--- src/rtl/uart_prog_loader.sv ---
`timescale 1ns/1ps
// uart_prog_loader
// Receives 8N1 serial bytes on uart_in, packs them into WORD_BYTES-wide words
// and drives the instruction-memory write port. The CPU is held in reset while
// a load is in progress.
//
// Optional feature macro: UART_PROG_LOADER_CHECKSUM_EN
//   defined   : one extra byte after the data must equal the 8-bit sum of all
//               data bytes; a mismatch sets chk_err; done is set on its arrival.
//   undefined : no checksum byte, chk_err tied low.
//
// Ports
//   clk, rst_n   system clock, asynchronous active-low reset
//   uart_in      serial RX line (idle high, asynchronous to clk)
//   load_start   pulse: arm a load of load_len words from address 0 (0 = full depth)
//   load_len     word count, captured on load_start
//   load_abort   pulse: terminate an active load immediately
//   mem_we       one-cycle write strobe; mem_addr / mem_wdata valid with it
//   busy         load in progress
//   done         sticky, set on successful completion
//   frame_err    sticky, a stop bit was sampled low
//   cpu_rst_n    registered ~busy
//   chk_err      sticky checksum mismatch (optional feature)
module uart_prog_loader #(
    parameter int CLKS_PER_BIT = 870,
    parameter int WORD_BYTES   = 4,
    parameter int ADDR_WIDTH   = 5,
    parameter bit MSB_FIRST    = 1'b1
) (
    input  logic                    clk,
    input  logic                    rst_n,
    input  logic                    uart_in,
    input  logic                    load_start,
    input  logic [ADDR_WIDTH:0]     load_len,
    input  logic                    load_abort,
    output logic                    mem_we,
    output logic [ADDR_WIDTH-1:0]   mem_addr,
    output logic [8*WORD_BYTES-1:0] mem_wdata,
    output logic                    busy,
    output logic                    done,
    output logic                    frame_err,
    output logic                    cpu_rst_n,
    output logic                    chk_err
);
    localparam int DATA_W = 8 * WORD_BYTES;
    localparam int CNT_W  = $clog2(CLKS_PER_BIT);
    localparam int BIDX_W = (WORD_BYTES > 1) ? $clog2(WORD_BYTES) : 1;

    localparam logic [CNT_W-1:0]    BIT_LAST  = CNT_W'(CLKS_PER_BIT - 1);
    localparam logic [CNT_W-1:0]    HALF_LAST = CNT_W'(CLKS_PER_BIT / 2 - 1);
    localparam logic [BIDX_W-1:0]   BYTE_LAST = BIDX_W'(WORD_BYTES - 1);
    localparam logic [ADDR_WIDTH:0] DEPTH     = {1'b1, {ADDR_WIDTH{1'b0}}};

    localparam logic [1:0] R_IDLE  = 2'd0;
    localparam logic [1:0] R_START = 2'd1;
    localparam logic [1:0] R_DATA  = 2'd2;
    localparam logic [1:0] R_STOP  = 2'd3;

    localparam logic [1:0] L_IDLE = 2'd0;
    localparam logic [1:0] L_LOAD = 2'd1;
    localparam logic [1:0] L_DONE = 2'd2;

    // ------------------------------------------------------------------
    // Input synchroniser (resets to the idle-high line level)
    // ------------------------------------------------------------------
    logic rxMeta, rxSync;

    // NOTE: registers use non-blocking <= so every flop samples pre-edge values.
    always_ff @(posedge clk or negedge rst_n) begin
        if (!rst_n) begin
            rxMeta <= 1'b1;
            rxSync <= 1'b1;
        end else begin
            rxMeta <= uart_in;
            rxSync <= rxMeta;
        end
    end

    // ------------------------------------------------------------------
    // 8N1 receiver: start bit re-checked at mid-bit, then one sample per bit
    // ------------------------------------------------------------------
    logic [1:0]       rxState;
    logic [CNT_W-1:0] clkCnt;
    logic [2:0]       bitCnt;
    logic [7:0]       rxShift;
    logic             byteValid;
    logic             stopErr;

    always_ff @(posedge clk or negedge rst_n) begin
        if (!rst_n) begin
            rxState   <= R_IDLE;
            clkCnt    <= '0;
            bitCnt    <= '0;
            rxShift   <= '0;
            byteValid <= 1'b0;
            stopErr   <= 1'b0;
        end else begin
            byteValid <= 1'b0;
            stopErr   <= 1'b0;
            case (rxState)
                R_IDLE: begin
                    clkCnt <= '0;
                    if (!rxSync) rxState <= R_START;
                end
                R_START: begin
                    if (clkCnt == HALF_LAST) begin
                        clkCnt  <= '0;
                        bitCnt  <= '0;
                        // A line already back high at mid-bit was a glitch.
                        rxState <= rxSync ? R_IDLE : R_DATA;
                    end else begin
                        clkCnt <= clkCnt + 1'b1;
                    end
                end
                R_DATA: begin
                    if (clkCnt == BIT_LAST) begin
                        clkCnt  <= '0;
                        rxShift <= {rxSync, rxShift[7:1]};
                        bitCnt  <= bitCnt + 1'b1;
                        if (bitCnt == 3'd7) rxState <= R_STOP;
                    end else begin
                        clkCnt <= clkCnt + 1'b1;
                    end
                end
                R_STOP: begin
                    if (clkCnt == BIT_LAST) begin
                        clkCnt    <= '0;
                        byteValid <= rxSync;
                        stopErr   <= ~rxSync;
                        rxState   <= R_IDLE;
                    end else begin
                        clkCnt <= clkCnt + 1'b1;
                    end
                end
                default: rxState <= R_IDLE;
            endcase
        end
    end

    // ------------------------------------------------------------------
    // Word assembly
    // ------------------------------------------------------------------
    logic [DATA_W-1:0] wordBuf, nextWord;

    // NOTE: both branches assign nextWord, so no latch is inferred.
    always_comb begin
        if (MSB_FIRST) nextWord = (wordBuf << 8) | DATA_W'(rxShift);
        else           nextWord = (wordBuf >> 8) | (DATA_W'(rxShift) << (DATA_W - 8));
    end

    // ------------------------------------------------------------------
    // Loader control
    // ------------------------------------------------------------------
    logic [1:0]            lState;
    logic [ADDR_WIDTH:0]   lenWords, wordIdx;
    logic [BIDX_W-1:0]     byteIdx;
    logic                  allWritten;

    assign allWritten = (wordIdx == lenWords);

`ifdef UART_PROG_LOADER_CHECKSUM_EN
    logic [7:0] chkSum;
    logic       chkErrR;
    assign chk_err = chkErrR;
`else
    assign chk_err = 1'b0;
`endif

    always_ff @(posedge clk or negedge rst_n) begin
        if (!rst_n) begin
            lState    <= L_IDLE;
            lenWords  <= '0;
            wordIdx   <= '0;
            byteIdx   <= '0;
            wordBuf   <= '0;
            mem_we    <= 1'b0;
            mem_addr  <= '0;
            mem_wdata <= '0;
            busy      <= 1'b0;
            done      <= 1'b0;
            frame_err <= 1'b0;
            cpu_rst_n <= 1'b1;
`ifdef UART_PROG_LOADER_CHECKSUM_EN
            chkSum    <= '0;
            chkErrR   <= 1'b0;
`endif
        end else begin
            mem_we    <= 1'b0;
            cpu_rst_n <= ~busy;
            if (stopErr) frame_err <= 1'b1;

            case (lState)
                L_IDLE, L_DONE: begin
                    if (load_start) begin
                        lenWords  <= (load_len == '0) ? DEPTH : load_len;
                        wordIdx   <= '0;
                        byteIdx   <= '0;
                        done      <= 1'b0;
                        frame_err <= 1'b0;
                        busy      <= 1'b1;
                        lState    <= L_LOAD;
`ifdef UART_PROG_LOADER_CHECKSUM_EN
                        chkSum    <= '0;
                        chkErrR   <= 1'b0;
`endif
                    end
                end
                L_LOAD: begin
                    if (load_abort) begin
                        // Checked first so a coincident last byte never writes.
                        lState <= L_IDLE;
                        busy   <= 1'b0;
                    end else if (byteValid && !allWritten) begin
                        wordBuf <= nextWord;
`ifdef UART_PROG_LOADER_CHECKSUM_EN
                        chkSum  <= chkSum + rxShift;
`endif
                        if (byteIdx == BYTE_LAST) begin
                            mem_we    <= 1'b1;
                            mem_addr  <= wordIdx[ADDR_WIDTH-1:0];
                            mem_wdata <= nextWord;
                            wordIdx   <= wordIdx + 1'b1;
                            byteIdx   <= '0;
                        end else begin
                            byteIdx <= byteIdx + 1'b1;
                        end
`ifdef UART_PROG_LOADER_CHECKSUM_EN
                    end else if (byteValid && allWritten) begin
                        // The byte after the last data word is the checksum.
                        chkErrR <= (rxShift != chkSum);
                        done    <= 1'b1;
                        busy    <= 1'b0;
                        lState  <= L_DONE;
                    end
`else
                    end else if (mem_we && allWritten) begin
                        // Leave only after the last word's write cycle.
                        done   <= 1'b1;
                        busy   <= 1'b0;
                        lState <= L_DONE;
                    end
`endif
                end
                default: lState <= L_IDLE;
            endcase
        end
    end

endmodule
--- config.mk ---
export PLATFORM = sky130hd
export DESIGN_NAME = uart_prog_loader
export DESIGN_NICKNAME = d
export VERILOG_FILES = /design/src/rtl/uart_prog_loader.sv
export SDC_FILE = /design/constraint.sdc
export NUM_CORES = 1
export LEC_CHECK = 0
export BUFFER_PORTS_ARGS = -buffer_cell sky130_fd_sc_hd__buf_2
export CAP_MARGIN = 20
export CORE_ASPECT_RATIO = 0.75
export CORE_UTILIZATION = 53
export CTS_CLUSTER_DIAMETER = 30
export DETAILED_ROUTE_END_ITERATION = 7
export GPL_ROUTABILITY_DRIVEN = 0
export PLACE_DENSITY = 0.77
export SETUP_SLACK_MARGIN = 0.15
export SLEW_MARGIN = 20
export SYNTH_ARGS = -nofsm -noshare
export SYNTH_HDL_FRONTEND = slang
export SYNTH_SLANG_ARGS = --single-unit
--- constraint.sdc ---
create_clock -name clk -period 4.1 [get_ports clk]
set_input_delay 0.615 -clock clk [delete_from_list [all_inputs] [get_ports clk]]
set_output_delay 0.615 -clock clk [all_outputs]
set_load 0.01 [all_outputs]
==> out/metrics.cfg <==
[synth]
synth_warnings = 0
syn_area_per_cell_sq_um = 13.74
async_flop_share_pct = 100.0
synthesis.nets = 350
syn_area_sq_um = 4561
ys_seq_elements = 109
yosysUniqueCellTypes = 45
syn_inst = 332
synth.yosys.seq_area_share_pct = 59.89
synth_edf_count = 0
ys.flop_type = dfrtp_1

[routing]
drt_iter0_markers = 109
drt-total-wl_mm = 7.663
drc = 0
avgViaCountPerCell = 5.412
postRouteAntennaNets = 0
vias = 2679
wl_per_cell_um = 15.48
dr.pass1.iters = 4

[floorplan]
core_sq_um = 8128
die_area_sq_um = 8984
initial_core_util_pct = 56.11
rows = 28
die_h_um = 82.34
ios = 54
die_w_um = 109.1

[sta]
rsz0062_at_grt = false
slew_headroom_pct = 44.60
max_freq_mhz = 407.4
slew_viol_final = 0
tightestPinTransition_ns = 0.8309
setup_tns_ns = 0
worst_hold_slack_ns = 0.3217
period_needed_ns = 2.455
final-hold-violation-count = 0
period_share_pct = 59.87
setup_viol = 0
fin_skew_ns = 0.007738

[final_layout]
drive_gt1_share_pct = 38.97
antenna_cells = 0
area_growth_pct = 13.50
multiInputGateArea_sq_um = 1683
final_common_cell = dfrtp_1
seq_area_sq_um = 2731
fill_cells = 613
nNetsFinal = 403
final_cell_mix = 106 x dfrtp_1, 68 x mux2_2, 51 x buf_2

[pwr]
leakagePower_nw = 2.723
power.density_nw_per_um2 = 405.3
peakVddDrop_uv = 280.1

[setup_path]
start_kind = flop
reg2reg_to = mem_wdata[4]
end_kind = flop
rr_worst_depth = 5
crit_arrival_ns = 2.68
critPathKind = flop to flop
critPathMaxFanout = 26
rr_startpoint = wordIdx[2]
reg2reg_setup_slack_ns = 1.65
startpoint = wordIdx[2]
worstPathRequired_ns = 4.33

[clocking]
cts_max_level = 3
post_cts_buffers = 0
clock-sinks = 109
clk_pin_slew_ns = 0.07
cts_resized = 0
cts_tree = done
cts-root-buf = clkbuf_16
hold_buffers = 0
cts_buffers = 9
clk_path_buf_depth = 2
insertion_delay_ns = 0.34

[flow_run]
max-cap-violations = 0

[global_route]
grtUsageTotal_pct = 19.24
grt_pass1_wl_mm = 12.89
grt_max_degree = 59
globalRouteOverflowTotal = 0
grt_pass1_vias = 2662
antenna_found_initial = 0

[run_status]
outcome = completed

[placed_design]
hpwl_mm = 5.275
io_buffers = 52

[min_path]
min_path_type = input pin to asynchronous set/reset pin

critical path, cell delays in order, from the launching register on:
cell and delay (ns):
dfrtp_1 0.47, xnor2_1 0.23, nand4_1 0.24, o211ai_4 0.57, buf_4 0.42, mux2_2 0.38
routing by layer:
| layer | track usage [%] | part of all wire (%) |
|---|---|---|
| met3 | 4.867 | 4.1 |
| met4 | 7.703 | 1.1 |
| met5 | 0 | 0 |
| met2 | 29.25 | 46 |
| met1 | 26.70 | 49 |
how the worst max path moves through the flow:
stage / depth (start not counted) / to / slack [ns]
CTS: 5 / mem_wdata[3] / 1.65
global placement: 5 / wordBuf[20] / 1.42
floorplan: 5 / wordBuf[0] / 2.25
finish: 5 / mem_wdata[4] / 1.65
detailed placement: 6 / wordBuf[16] / 1.57
global route: 5 / mem_wdata[25] / 1.54
stage by stage:
| stage | power, mW | instance area [sq um] | util, % | instances | setup WS (ns) |
|---|---|---|---|---|---|
| CTS | 2.125 | 5176 | 63.69 | 495 | 1.648 |
| global placement | 1.240 | 4857 | 59.76 | 478 | 1.423 |
| floorplan | 1.200 | 4561 | - | 332 | 2.252 |
| detailed placement | 1.247 | 4868 | 59.90 | 479 | 1.568 |
| finish | 2.098 | 5176 | 63.69 | 495 | 1.645 |
| global route | 2.179 | 5176 | 63.69 | 495 | 1.536 |
sequential cells by signal (all words and copies together) (netlist names), 3 cells and up, named ones only:
register and cells:
mem_wdata 32, wordBuf 24, clkCnt 10, rxShift 8
lenWords 6, wordIdx 6, mem_addr 5, bitCnt 3
cells in the mapped netlist (2+ instances only):
library cell / n / area share, %
dfrtp_1: 106 / 58
mux2_2: 68 / 17
nor2_1: 25 / 2.1
nand2_1: 17 / 1.4
nand3_1: 11 / 1.2
xnor2_1: 11 / 2.1
buf_6: 8 / 2.0
ha_1: 7 / 1.9
inv_1: 7 / 0.58
mux2_1: 6 / 1.5
o21ai_0: 6 / 0.66
a21oi_1: 4 / 0.44
and4_1: 4 / 0.77
clkbuf_1: 4 / 0.33
nand4_1: 4 / 0.55
dfstp_2: 3 / 1.7
mux2i_1: 3 / 0.66
nand2b_1: 3 / 0.41
o31ai_1: 3 / 0.49
xor2_1: 3 / 0.58
and2_1: 2 / 0.27
and3_1: 2 / 0.27
buf_4: 2 / 0.33
nor3b_1: 2 / 0.33
cell families (layout without fill, tap and decap cells):
| kind of cell | count (synthesis) | count (layout) | share of synthesized area (%) |
|---|---|---|---|
| flip-flops | 109 | 109 | 59.89 |
| multiplexers | 78 | 78 | 19.26 |
| AND/OR/NAND/NOR | 77 | 77 | 8.779 |
| AO/OA/AOI/OAI | 25 | 25 | 4.170 |
| buffers and inverters | 21 | 79 | 3.210 |
| XOR/XNOR | 14 | 14 | 2.689 |
| adder cells (fa/ha/maj) | 7 | 7 | 1.920 |
| other | 1 | 1 | 0.08223 |
report_power, final:
| part | switching [mW] | total [mW] | internal, mW |
|---|---|---|---|
| logic | 0.0599 | 0.102 | 0.0424 |
| registers | 0.0207 | 1.12 | 1.10 |
| clock network | 0.379 | 0.873 | 0.494 |
layout make-up:
type / count / share of cell area (%)
clock buffers: 10 / 4.617
clock inverters: 6 / 1.329
inverters: 7 / 0.5076
multi-input cells: 202 / 32.51
flip-flops and latches: 109 / 52.77
well taps: 105 / 2.538
repair buffers: 56 / 5.729
Power figures use the tool's default switching activity.
